`config.mk`:
```
export PLATFORM = sky130hd
export DESIGN_NAME = ecdh_sequencer_flat
export DESIGN_NICKNAME = d
export VERILOG_FILES = /design/src/rtl/ecdh_mul_if.sv /design/src/rtl/ecdh_sequencer.sv /design/src/flat_wrapper.sv
export SDC_FILE = /design/constraint.sdc
export NUM_CORES = 1
export LEC_CHECK = 0
export CAP_MARGIN = 20
export CORE_ASPECT_RATIO = 2
export CORE_MARGIN = 2
export CORE_UTILIZATION = 45
export CTS_CLUSTER_DIAMETER = 120
export DETAILED_ROUTE_END_ITERATION = 10
export PLACE_DENSITY = 0.72
export SYNTH_ARGS = -nofsm -noshare
export SYNTH_HDL_FRONTEND = slang
export SYNTH_SLANG_ARGS = --single-unit
```
`constraint.sdc`:
```
create_clock -name clk_i -period 1.8 [get_ports clk_i]
set_input_delay 0.18 -clock clk_i [delete_from_list [all_inputs] [get_ports clk_i]]
set_output_delay 0.18 -clock clk_i [all_outputs]
set_load 0.03 [all_outputs]
```
`src/rtl/ecdh_mul_if.sv`:
```
// Start/done handshake and operand bus between the ECDH sequencer and the
// single time-shared point multiplier.
interface ecdh_mul_if #(
    parameter int W  = 5,
    parameter int KW = 4
);
    logic          mul_start;
    logic [W-1:0]  mul_p;
    logic [W-1:0]  mul_px;
    logic [W-1:0]  mul_py;
    logic [KW-1:0] mul_k;
    logic          mul_done;
    logic [W-1:0]  mul_rx;
    logic [W-1:0]  mul_ry;

    modport master (
        output mul_start, mul_p, mul_px, mul_py, mul_k,
        input  mul_done, mul_rx, mul_ry
    );

    modport slave (
        input  mul_start, mul_p, mul_px, mul_py, mul_k,
        output mul_done, mul_rx, mul_ry
    );
endinterface

```
`src/rtl/ecdh_sequencer.sv`:
```
// Runs the four ECDH scalar-multiplication jobs on one shared multiplier,
// latches public keys and secrets, and cross-checks the two secrets.
//
// state | meaning
// IDLE  | waiting for start; results and match hold
// ISSUE | present job operands, pulse mul_start on exit
// WAIT  | operands held, waiting for mul_done or timeout
// CHECK | compare Alice-side and Bob-side secrets
// DONE  | pulse done, drop busy
// ERR   | set sticky error, drop busy
module ecdh_sequencer #(
    parameter int W       = 5,
    parameter int KW      = 4,
    parameter int TIMEOUT = 255
) (
    input  logic          clk_i,
    input  logic          rst_ni,
    input  logic          start_i,
    input  logic [W-1:0]  p_i,
    input  logic [W-1:0]  gx_i,
    input  logic [W-1:0]  gy_i,
    input  logic [KW-1:0] alice_key_i,
    input  logic [KW-1:0] bob_key_i,
    ecdh_mul_if.master    mul,
    output logic [W-1:0]  alice_x_o,
    output logic [W-1:0]  alice_y_o,
    output logic [W-1:0]  bob_x_o,
    output logic [W-1:0]  bob_y_o,
    output logic [W-1:0]  secret_x_o,
    output logic [W-1:0]  secret_y_o,
    output logic          busy_o,
    output logic          done_o,
    output logic          match_o,
    output logic          error_o
);
    localparam int TW = $clog2(TIMEOUT + 1);

    typedef enum logic [2:0] {IDLE, ISSUE, WAIT, CHECK, DONE, ERR} state_t;

    state_t        state_q;
    logic [1:0]    job_q, job_d;
    logic [TW-1:0] cnt_q, cnt_d;
    logic [W-1:0]  p_q, gx_q, gy_q;
    logic [KW-1:0] ak_q, bk_q;
    logic [W-1:0]  alice_x_q, alice_y_q, bob_x_q, bob_y_q;
    logic [W-1:0]  secret_x_q, secret_y_q, chk_x_q, chk_y_q;
    logic          mul_start_q;
    logic [W-1:0]  mul_p_q, mul_px_q, mul_py_q;
    logic [KW-1:0] mul_k_q;
    logic          busy_q, done_q, match_q, error_q;

    assign job_d = job_q + 2'd1;
    assign cnt_d = cnt_q + TW'(1);

    always_ff @(posedge clk_i) begin
        if (!rst_ni) begin
            state_q     <= IDLE;
            job_q       <= '0;
            cnt_q       <= '0;
            p_q         <= '0;
            gx_q        <= '0;
            gy_q        <= '0;
            ak_q        <= '0;
            bk_q        <= '0;
            alice_x_q   <= '0;
            alice_y_q   <= '0;
            bob_x_q     <= '0;
            bob_y_q     <= '0;
            secret_x_q  <= '0;
            secret_y_q  <= '0;
            chk_x_q     <= '0;
            chk_y_q     <= '0;
            mul_start_q <= 1'b0;
            mul_p_q     <= '0;
            mul_px_q    <= '0;
            mul_py_q    <= '0;
            mul_k_q     <= '0;
            busy_q      <= 1'b0;
            done_q      <= 1'b0;
            match_q     <= 1'b0;
            error_q     <= 1'b0;
        end else begin
            mul_start_q <= 1'b0;
            done_q      <= 1'b0;
            case (state_q)
                IDLE: begin
                    if (start_i) begin
                        p_q     <= p_i;
                        gx_q    <= gx_i;
                        gy_q    <= gy_i;
                        ak_q    <= alice_key_i;
                        bk_q    <= bob_key_i;
                        busy_q  <= 1'b1;
                        error_q <= 1'b0;
                        match_q <= 1'b0;
                        job_q   <= '0;
                        // A zero key would make every product the point at infinity.
                        state_q <= (alice_key_i == '0 || bob_key_i == '0) ? ERR : ISSUE;
                    end
                end
                ISSUE: begin
                    mul_start_q <= 1'b1;
                    cnt_q       <= '0;
                    mul_p_q     <= p_q;
                    case (job_q)
                        2'd0: begin
                            mul_px_q <= gx_q;
                            mul_py_q <= gy_q;
                            mul_k_q  <= ak_q;
                        end
                        2'd1: begin
                            mul_px_q <= gx_q;
                            mul_py_q <= gy_q;
                            mul_k_q  <= bk_q;
                        end
                        2'd2: begin
                            mul_px_q <= bob_x_q;
                            mul_py_q <= bob_y_q;
                            mul_k_q  <= ak_q;
                        end
                        default: begin
                            mul_px_q <= alice_x_q;
                            mul_py_q <= alice_y_q;
                            mul_k_q  <= bk_q;
                        end
                    endcase
                    state_q <= WAIT;
                end
                WAIT: begin
                    // A result arriving on the timeout cycle still wins.
                    if (mul.mul_done) begin
                        case (job_q)
                            2'd0: begin
                                alice_x_q <= mul.mul_rx;
                                alice_y_q <= mul.mul_ry;
                            end
                            2'd1: begin
                                bob_x_q <= mul.mul_rx;
                                bob_y_q <= mul.mul_ry;
                            end
                            2'd2: begin
                                secret_x_q <= mul.mul_rx;
                                secret_y_q <= mul.mul_ry;
                            end
                            default: begin
                                chk_x_q <= mul.mul_rx;
                                chk_y_q <= mul.mul_ry;
                            end
                        endcase
                        if (job_q == 2'd3) begin
                            state_q <= CHECK;
                        end else begin
                            job_q   <= job_d;
                            state_q <= ISSUE;
                        end
                    end else begin
                        cnt_q <= cnt_d;
                        if (cnt_d == TW'(TIMEOUT)) begin
                            state_q <= ERR;
                        end
                    end
                end
                CHECK: begin
                    match_q <= (secret_x_q == chk_x_q) && (secret_y_q == chk_y_q);
                    state_q <= DONE;
                end
                DONE: begin
                    done_q  <= 1'b1;
                    busy_q  <= 1'b0;
                    state_q <= IDLE;
                end
                ERR: begin
                    error_q <= 1'b1;
                    busy_q  <= 1'b0;
                    state_q <= IDLE;
                end
                default: state_q <= IDLE;
            endcase
        end
    end

    assign mul.mul_start = mul_start_q;
    assign mul.mul_p     = mul_p_q;
    assign mul.mul_px    = mul_px_q;
    assign mul.mul_py    = mul_py_q;
    assign mul.mul_k     = mul_k_q;

    assign alice_x_o  = alice_x_q;
    assign alice_y_o  = alice_y_q;
    assign bob_x_o    = bob_x_q;
    assign bob_y_o    = bob_y_q;
    assign secret_x_o = secret_x_q;
    assign secret_y_o = secret_y_q;
    assign busy_o     = busy_q;
    assign done_o     = done_q;
    assign match_o    = match_q;
    assign error_o    = error_q;
endmodule

```
`src/flat_wrapper.sv`:
```
// flat-port wrapper written by rule: the top's interface ports become plain ports
module ecdh_sequencer_flat 
#(
    parameter int W       = 5,
    parameter int KW      = 4,
    parameter int TIMEOUT = 255
)
  (clk_i, rst_ni, start_i, p_i, gx_i, gy_i, alice_key_i, bob_key_i, alice_x_o, alice_y_o, bob_x_o, bob_y_o, secret_x_o, secret_y_o, busy_o, done_o, match_o, error_o, mul_mul_start, mul_mul_p, mul_mul_px, mul_mul_py, mul_mul_k, mul_mul_done, mul_mul_rx, mul_mul_ry);
  ecdh_mul_if #(.W(W), .KW(KW)) mul_i ();
  input  logic clk_i;
  input  logic rst_ni;
  input  logic start_i;
  input  logic [W-1:0] p_i;
  input  logic [W-1:0] gx_i;
  input  logic [W-1:0] gy_i;
  input  logic [KW-1:0] alice_key_i;
  input  logic [KW-1:0] bob_key_i;
  output logic [W-1:0] alice_x_o;
  output logic [W-1:0] alice_y_o;
  output logic [W-1:0] bob_x_o;
  output logic [W-1:0] bob_y_o;
  output logic [W-1:0] secret_x_o;
  output logic [W-1:0] secret_y_o;
  output logic busy_o;
  output logic done_o;
  output logic match_o;
  output logic error_o;
  output wire logic [$bits(mul_i.mul_start)-1:0] mul_mul_start;
  output wire logic [$bits(mul_i.mul_p)-1:0] mul_mul_p;
  output wire logic [$bits(mul_i.mul_px)-1:0] mul_mul_px;
  output wire logic [$bits(mul_i.mul_py)-1:0] mul_mul_py;
  output wire logic [$bits(mul_i.mul_k)-1:0] mul_mul_k;
  input wire logic [$bits(mul_i.mul_done)-1:0] mul_mul_done;
  input wire logic [$bits(mul_i.mul_rx)-1:0] mul_mul_rx;
  input wire logic [$bits(mul_i.mul_ry)-1:0] mul_mul_ry;
  assign mul_mul_start = mul_i.mul_start;
  assign mul_mul_p = mul_i.mul_p;
  assign mul_mul_px = mul_i.mul_px;
  assign mul_mul_py = mul_i.mul_py;
  assign mul_mul_k = mul_i.mul_k;
  assign mul_i.mul_done = mul_mul_done;
  assign mul_i.mul_rx = mul_mul_rx;
  assign mul_i.mul_ry = mul_mul_ry;
  ecdh_sequencer #(.W(W), .KW(KW), .TIMEOUT(TIMEOUT)) u_core (.clk_i(clk_i), .rst_ni(rst_ni), .start_i(start_i), .p_i(p_i), .gx_i(gx_i), .gy_i(gy_i), .alice_key_i(alice_key_i), .bob_key_i(bob_key_i), .mul(mul_i), .alice_x_o(alice_x_o), .alice_y_o(alice_y_o), .bob_x_o(bob_x_o), .bob_y_o(bob_y_o), .secret_x_o(secret_x_o), .secret_y_o(secret_y_o), .busy_o(busy_o), .done_o(done_o), .match_o(match_o), .error_o(error_o));
endmodule
```
### Word level (Yosys, flattened, before mapping)

Index checks and enable logic that the tools add are counted.

* reduce and logical (&&, ||, !) cells: 26
* muxes and demuxes: 22
* $add $sub $neg: 2
* bitwise logic cells: 1
* eq/ne operators: 16

Operators by type and width (count)
* 5-bit case mux with 2 select lines: 2
* 8-bit case mux with 2 select lines: 1
* 3-bit two-way mux: 4
* 3-bit case mux with 4 select lines: 1
* 2-bit AND reduction: 6
* 3-bit AND reduction: 4
* 5-bit == test: 2
* 2-bit nonzero test: 5
* 8-bit by 1-bit adder with 8-bit output (second input constant): 1
* 8-bit == test (second input constant): 1
* 4-bit zero test: 2
* 2-bit two-way mux: 4
* 8-bit two-way mux: 1
* 2-bit inequality test (second input constant): 4
* 3-bit by 2-bit == test with 1-bit output (second input constant): 2
* 3-bit == test (second input constant): 2
* 1-bit case mux with 2 select lines: 3
* 2-bit OR reduction: 3
* 2-bit == test (second input constant): 2
* 1-bit two-way mux: 4
* 4-bit two-way mux: 1
* 2-bit case mux with 2 select lines: 1
* 4-bit AND reduction: 1
* 3-bit by 1-bit == test with 1-bit output (second input constant): 1
* 9 further kinds: 9

* bits in registers: 100
* logic and storage cells: 92
* input bits: 37

### Longest topological paths before layout

Gate-level depths: netlist (run 1).

* depth in word-level cells: 5
* gate-level depth with buffers: 9
* mapped depth without buffers: 7

### Least setup slack after synthesis (run 1)

Ideal clock, no wire load.

* path kind: reg2reg
* start: register u_core.job_q[0]
* end: register u_core.mul_px_q[0], in the netlist u_core.mul.mul_px[0]
* path slack: 115 ps
* path buffers: 2
* data required time: 1668 ps
* stages on the path, launching flop included: 10
* arrival: 1553 ps
* path through: dfxtp_1 > inv_1 > ha_1 > clkbuf_1 > or2_2 > clkbuf_1 > a22oi_1 > o21ai_0 > nand2_1 > a21oi_1

* cells in the longest elaborated chain, start to end: 3
* elaborated cells on any way between the ends: 5

Ends and longest elaborated chain
* start: declaration: RTL line ecdh_sequencer.sv:41 `logic [1:0] job_q, job_d;`
* start signal: assignment: RTL line ecdh_sequencer.sv:153 `job_q <= job_d;`
* 2-bit by 1-bit == test with 1-bit output / 2-bit zero test (equally long branches): RTL line ecdh_sequencer.sv:105 `case (job_q)`
* 2-bit OR reduction (no line)
* 5-bit case mux with 2 select lines (*): RTL line ecdh_sequencer.sv:105
* end signal: assignment: RTL line ecdh_sequencer.sv:107 `mul_px_q <= gx_q;`
* end signal: assignment: RTL line ecdh_sequencer.sv:112 `mul_px_q <= gx_q;`
* end signal: assignment: RTL line ecdh_sequencer.sv:117 `mul_px_q <= bob_x_q;`
* end: declaration: RTL line ecdh_sequencer.sv:48 `logic [W-1:0] mul_p_q, mul_px_q, mul_py_q;`

Every way passes the cells marked *; elsewhere a longest branch is shown, timed or not.
A chain may end at the register's enable or synchronous reset.

### Worst setup path after layout (run 1)

* start: register u_core.state_q[1]
* end: register u_core.cnt_q[2]

* cells in the longest elaborated chain, start to end: 3
* elaborated cells on any way between the ends: 6

Ends and longest elaborated chain
* start: declaration: RTL line ecdh_sequencer.sv:40 `state_t state_q;`
* start signal: assignment: RTL line ecdh_sequencer.sv:98 `state_q <= (alice_key_i == '0 || bob_key_i == '0) ? ERR : ISSUE;`
* 3-bit by 2-bit == test with 1-bit output / 3-bit by 1-bit == test with 1-bit output (equally long branches): RTL line ecdh_sequencer.sv:85 `case (state_q)`
* 2-bit inequality test (no line) / 2-bit nonzero test (equally long branches)
* 2-bit AND reduction (no line)
* end signal: assignment: RTL line ecdh_sequencer.sv:157 `cnt_q <= cnt_d;`
* end: declaration: RTL line ecdh_sequencer.sv:42 `logic [TW-1:0] cnt_q, cnt_d;`

Several ways; a longest one is shown, not always the timed one.

==> metrics.cfg, run 1 <==
[worst_setup_path]
max_stage_delay_ns=0.53
path_cells=buf_4, or3b_2, nand2_1, o21ai_0, a21oi_1, nor2_1
crit_slowest_cell=or3b_2
critPathLaunchType=flop
criticalPathCategory=reg2reg
arrival_ns=1.88
crit_buf_inv=1
worstPathRequired_ns=2.04
crit_path_max_fanout=13
cp_top_family=simple AND/OR/NAND/NOR gates
worstSetupEndpointType=flop

[routing]
drcViolationCount=0
first_pass_iters=5
drt_iter0_drc=290
finalWirelength_um=12000
vias=4235
routedWlPerCell_um=16.0
routed_via_density=5.66
antenna_left=0

[min_path]
hp-class=in2reg

[place]
dp_cells=732
gp_congestion=0.842
portBuffers=90
post-place-ws_ns=-0.0468
place_area_sq_um=5350
hpwl_um=8770

[floorplanning]
pin_count=91
die_h_um=141
die_width_um=72.7
core-area_sq_um=9260
initial_core_util=0.459
placementRows=50
dieArea_sq_um=10300

[global_route]
track_usage=0.236
antenna_found_initial=0
grt_pass1_vias=3936
grt_pass1_wl_um=18900
grt_max_degree=75
gr-total-overflow=0

[layout]
layout_commonest_cell=nand2_1
drive_gt1_frac=0.0792
fin_nets=683
final_cell_mix=nand2_1 (142), dfxtp_1 (100), a21oi_1 (95), clkdlybuf4s50_1 (90), nand3_1 (47)
stdcell_area_sq_um=5660
top_register=u_core.cnt_q
final_cell_count_no_fill=748
nFillCells=868
synthToLayoutAreaGrowth_pct=33.1
diodes=0
largest_reg_flops=8

[timing]
fmax_ghz=0.610
rsz0062_at_grt=no
slew_headroom=0.655
setup_violations=0
fin_setup_tns_ns=0
hold_viol=0
drv_slew=0
fin_crit_ns=1.64
final.period_utilization=0.911
fin_worst_skew_ns=0.00872
setup_slack_ns=0.159
worst_pin_slew_ns=0.511

[logic_synthesis]
syn_area_sq_um=4250
ys_ff_latch=100
yosysWarnings=0
avgSynthCellArea_sq_um=7.73
yosysSeqAreaShare=0.471
syn_inst=550
yosysUniqueCellTypes=39
syn_nets=594

[pwr]
leakage_uw=0.00197
p_int_uw=3590
power.density_nw_per_um2=841
pwr-share-clk=0.421
p_total_uw=4760
switching_share=0.245
power.switching_uw=1170
combinationalPowerShare=0.095
seqPwrFrac=0.484
ir_drop_mv=0.577

[run]
maxCapViolCount=0

[clocking]
clockBufferDepth=2
insertion_delay_ns=0.35
path_clk_slew_ns=0.07
cts_tree=yes
htreeDepth=3
cts_root_buf=clkbuf_16
cts_hold_buf=0
cts-buffers-inserted=9
clkSinkCount=100

[outcome]
status=finished clean

[cell families (layout without fill, tap and decap cells)]
kind of cell / after synthesis / after routing / share of synthesized area
DFF: 100 / 100 / 0.471
adders and majority gates: 7 / 7 / 0.0206
and+or+nand+nor: 241 / 241 / 0.251
xor gates and xnor gates: 11 / 11 / 0.0227
buffers and inverters: 46 / 140 / 0.0442
AOI/OAI and AO/OA: 145 / 145 / 0.190
[final timing paths]
path | from | end | slack [ns] | cells after the start
max | u_core.state_q[1] | u_core.cnt_q[2] | 0.16 | 6
min | gx_i[2] | u_core.gx_q[2] | 0.38 | 3
max reg2reg | u_core.state_q[1] | u_core.cnt_q[2] | 0.16 | 6
min reg2reg | u_core.p_q[3] | u_core.mul.mul_p[3] | 0.45 | 2
[final cells by class]
cell class	count	area [sq um]	share of cell area
Multi-Input combinational cell	404	2070	0.366
Sequential cell	100	2000	0.354
Timing Repair Buffer	118	1120	0.199
Clock buffer	10	239	0.0422
Tap cell	104	130	0.0230
Clock inverter	6	70.1	0.0124
Inverter	6	22.5	0.00398
[synthesized netlist by cell type (all sizes together)]
| library cell | number | share of area |
|---|---|---|
| o41ai | 1 | 0.0021 |
| nor4b | 1 | 0.0035 |
| a22oi | 10 | 0.018 |
| nand4b | 2 | 0.0041 |
| or2 | 1 | 0.0015 |
| nor3b | 2 | 0.0047 |
| o22a | 1 | 0.0021 |
| a41oi | 1 | 0.0021 |
| nand3 | 47 | 0.055 |
| nand2 | 142 | 0.13 |
| clkbuf | 29 | 0.026 |
| or3 | 1 | 0.0015 |
| inv | 6 | 0.0053 |
| nor3 | 1 | 0.0024 |
| a31oi | 2 | 0.0029 |
| a21oi | 95 | 0.11 |
| and3 | 4 | 0.0059 |
| xnor2 | 8 | 0.016 |
| nand3b | 2 | 0.0035 |
| o21a | 1 | 0.0018 |
| xor2 | 3 | 0.0062 |
| o31a | 1 | 0.0021 |
| or3b | 1 | 0.0021 |
| a311oi | 6 | 0.014 |
| or4b | 1 | 0.0024 |
| o21ai | 25 | 0.029 |
| and2 | 4 | 0.0059 |
| nand4 | 4 | 0.0059 |
| ha | 7 | 0.021 |
| nor4 | 3 | 0.0044 |
| nor2 | 24 | 0.021 |
| o211a | 2 | 0.0047 |
| nand2b | 1 | 0.0015 |
| buf | 11 | 0.013 |
| dfxtp | 100 | 0.47 |
[repair_timing]
action / in CTS / in global routing
endpoints found under the setup margin: 0 / 1
setup buffers: 0 / 0
resized for setup: 0 / 1
[metrics by stage]
| stage | hold WS [ns] | utilization |
|---|---|---|
| 2_1_floorplan | 0.313 | - |
| 3_5_place_dp | 0.442 | 0.577 |
| 6_report | 0.380 | 0.611 |
| 3_3_place_gp | 0.440 | 0.577 |
| 4_1_cts | 0.382 | 0.611 |
| 5_1_grt | 0.395 | 0.611 |
[tightest hold or removal path, delay by kind of cell]
kind,cells,cell delay (ns)
compound gates,1,0.05
buf+inv,1,0.40
simple gates,1,0.06
[power groups by stage]
stage                     sequential, uW  clock [uW]  combinational, uW
after floorplan                     2380           0                199
after global placement              2350           0                445
after detailed placement            2350           0                452
after CTS                           2300        2020                453
after global routing                2310        2100                493
final                               2300        2010                452
[per-layer routing]
layer | track usage | up-vias | routed length (um)
met5 | 0 | - | 0
met4 | 0.105 | 0 | 348
met3 | 0.0412 | 28 | 436
met2 | 0.424 | 135 | 6660
met1 | 0.263 | 2010 | 4550
li1 | - | 2062 | -
Power figures use the tool's default switching activity.
==> run 2: changes to the inputs <==
==> constraint.sdc (replaced) <==
create_clock -name clk_i -period 2.11 [get_ports clk_i]
set_input_delay 0.211 -clock clk_i [delete_from_list [all_inputs] [get_ports clk_i]]
set_output_delay 0.211 -clock clk_i [all_outputs]
set_load 0.03 [all_outputs]
==> metrics.cfg, run 2 (synthesis results as in run 1) <==
[routing]
first_pass_iters=5
routed_via_density=5.67
routedWlPerCell_um=16.3
vias=4181
drcViolationCount=0
drt_iter0_drc=296
finalWirelength_um=12000
antenna_left=0

[timing]
hold_viol=0
fmax_ghz=0.543
final.period_utilization=0.873
setup_violations=0
fin_setup_tns_ns=0
fin_crit_ns=1.84
worst_pin_slew_ns=0.900
drv_slew=0
slew_headroom=0.400
fin_worst_skew_ns=0.00362
whs_ns=0.426
rsz0062_at_grt=no

[layout]
drive_gt1_frac=0.0632
largest_reg_flops=8
synthToLayoutAreaGrowth_pct=31.3
diodes=0
stdcell_area_sq_um=5580
layout_commonest_cell=nand2_1
final_cell_mix=nand2_1 (142), dfxtp_1 (100), a21oi_1 (95), clkdlybuf4s50_1 (90), nand3_1 (47)
final_cell_count_no_fill=737
fin_nets=674
nFillCells=865
top_register=u_core.cnt_q

[clocking]
cts-buffers-inserted=9
cts_tree=yes
htreeDepth=3
clkSinkCount=100
path_clk_slew_ns=0.06
postCtsSetupBuffers=0
cts_hold_buf=0
insertion_delay_ns=0.34
cts_root_buf=clkbuf_16
clockBufferDepth=2
ctsResizeCount=0

[floorplanning]
die_width_um=72.7
die_h_um=141
dieArea_sq_um=10300
core-area_sq_um=9260
pin_count=91
initial_core_util=0.459
placementRows=50

[pwr]
power.density_nw_per_um2=711
ir_drop_mv=0.503
leakage_uw=0.00191

[min_path]
hp-class=in2reg

[place]
gp_congestion=0.854
place_area_sq_um=5290
hpwl_um=8740
portBuffers=90
dp_cells=723

[worst_setup_path]
worstPathRequired_ns=2.34
worstSetupEndpointType=flop
cpMostUsedCell=nand2_1
criticalPathCategory=reg2reg
crit_path_max_fanout=17
path_cells=inv_1, ha_1, nand2_1, nand2_1, a21oi_1
arrival_ns=2.07
max_stage_delay_ns=0.60
crit_slowest_cell=ha_1
critPathLaunchType=flop

[global_route]
grt_pass1_vias=3908
gr-total-overflow=0
grt_pass1_wl_um=18900
grt_max_degree=45
track_usage=0.236
antenna_found_initial=0

[run]
maxCapViolCount=0

[outcome]
status=finished clean

[run 2: cell count changes in the layout (fill, tap and decap cells not counted)]
cell / delta
clkinv_4: +1
inv_8: -1
inv_6: -1
or2_4: -1
or2_2: +1
clkinvlp_4: -1
buf_4: -10
buf_12: +1
[run 2: worst max-delay path, delay by kind of cell, from the launching register on]
family	cells	cell delay [ns]
AOI/OAI and AO/OA	1	0.08
buffers and inverters	1	0.12
and+or+nand+nor	2	0.59
adders and majority gates	1	0.60
DFF	1	0.34
[run 2: final cells by class]
type,count,area (sq um),area share
Sequential cell,100,2000,0.359
Tap cell,104,130,0.0233
Clock buffer,10,239,0.0428
Inverter,6,22.5,0.00404
Multi-Input combinational cell,404,2070,0.370
Clock inverter,4,51.3,0.00919
Timing Repair Buffer,109,1070,0.191
[run 2: where the power goes]
group          total [uW]  switching, uW  internal (uW)
combinational         381            216            165
sequential           1970           32.4           1940
clock                1620            679            937
[run 2: path summary, 6_finish.rpt]
kind / startpoint / end / slack [ns] / cells past startpoint
min reg2reg: u_core.p_q[2] / u_core.mul.mul_p[2] / 0.45 / 2
max reg2reg: u_core.job_q[0] / u_core.secret_x_o[0] / 0.27 / 5
max: u_core.job_q[0] / u_core.secret_x_o[0] / 0.27 / 5
min: gy_i[3] / u_core.gy_q[3] / 0.43 / 3
[run 2: per-stage QoR]
stage               setup WS, ns   util  total power, uW
floorplan                  0.425      -             2200
global placement           0.192  0.571             2380
detailed placement         0.123  0.571             2390
CTS                        0.262  0.603             3990
global route              0.0806  0.603             4100
finish                     0.268  0.603             3970
[run 2: metal layers]
metal / part of all wire / vias to the layer above / GRT usage
met2: 0.56 / 119 / 0.438
li1: - / 2051 / -
met4: 0.028 / 0 / 0.107
met5: 0 / - / 0
met1: 0.38 / 1985 / 0.251
met3: 0.039 / 26 / 0.0384
==> run 3: changes to the inputs <==
--- a/config.mk
+++ b/config.mk
@@ -12,6 +12,7 @@
 export CTS_CLUSTER_DIAMETER = 120
 export DETAILED_ROUTE_END_ITERATION = 10
 export PLACE_DENSITY = 0.72
+export SETUP_SLACK_MARGIN = 0.05
 export SYNTH_ARGS = -nofsm -noshare
 export SYNTH_HDL_FRONTEND = slang
 export SYNTH_SLANG_ARGS = --single-unit
==> results of run 3 <==
Same layout as run 2: the final DEF is identical, and so are final timing and power.
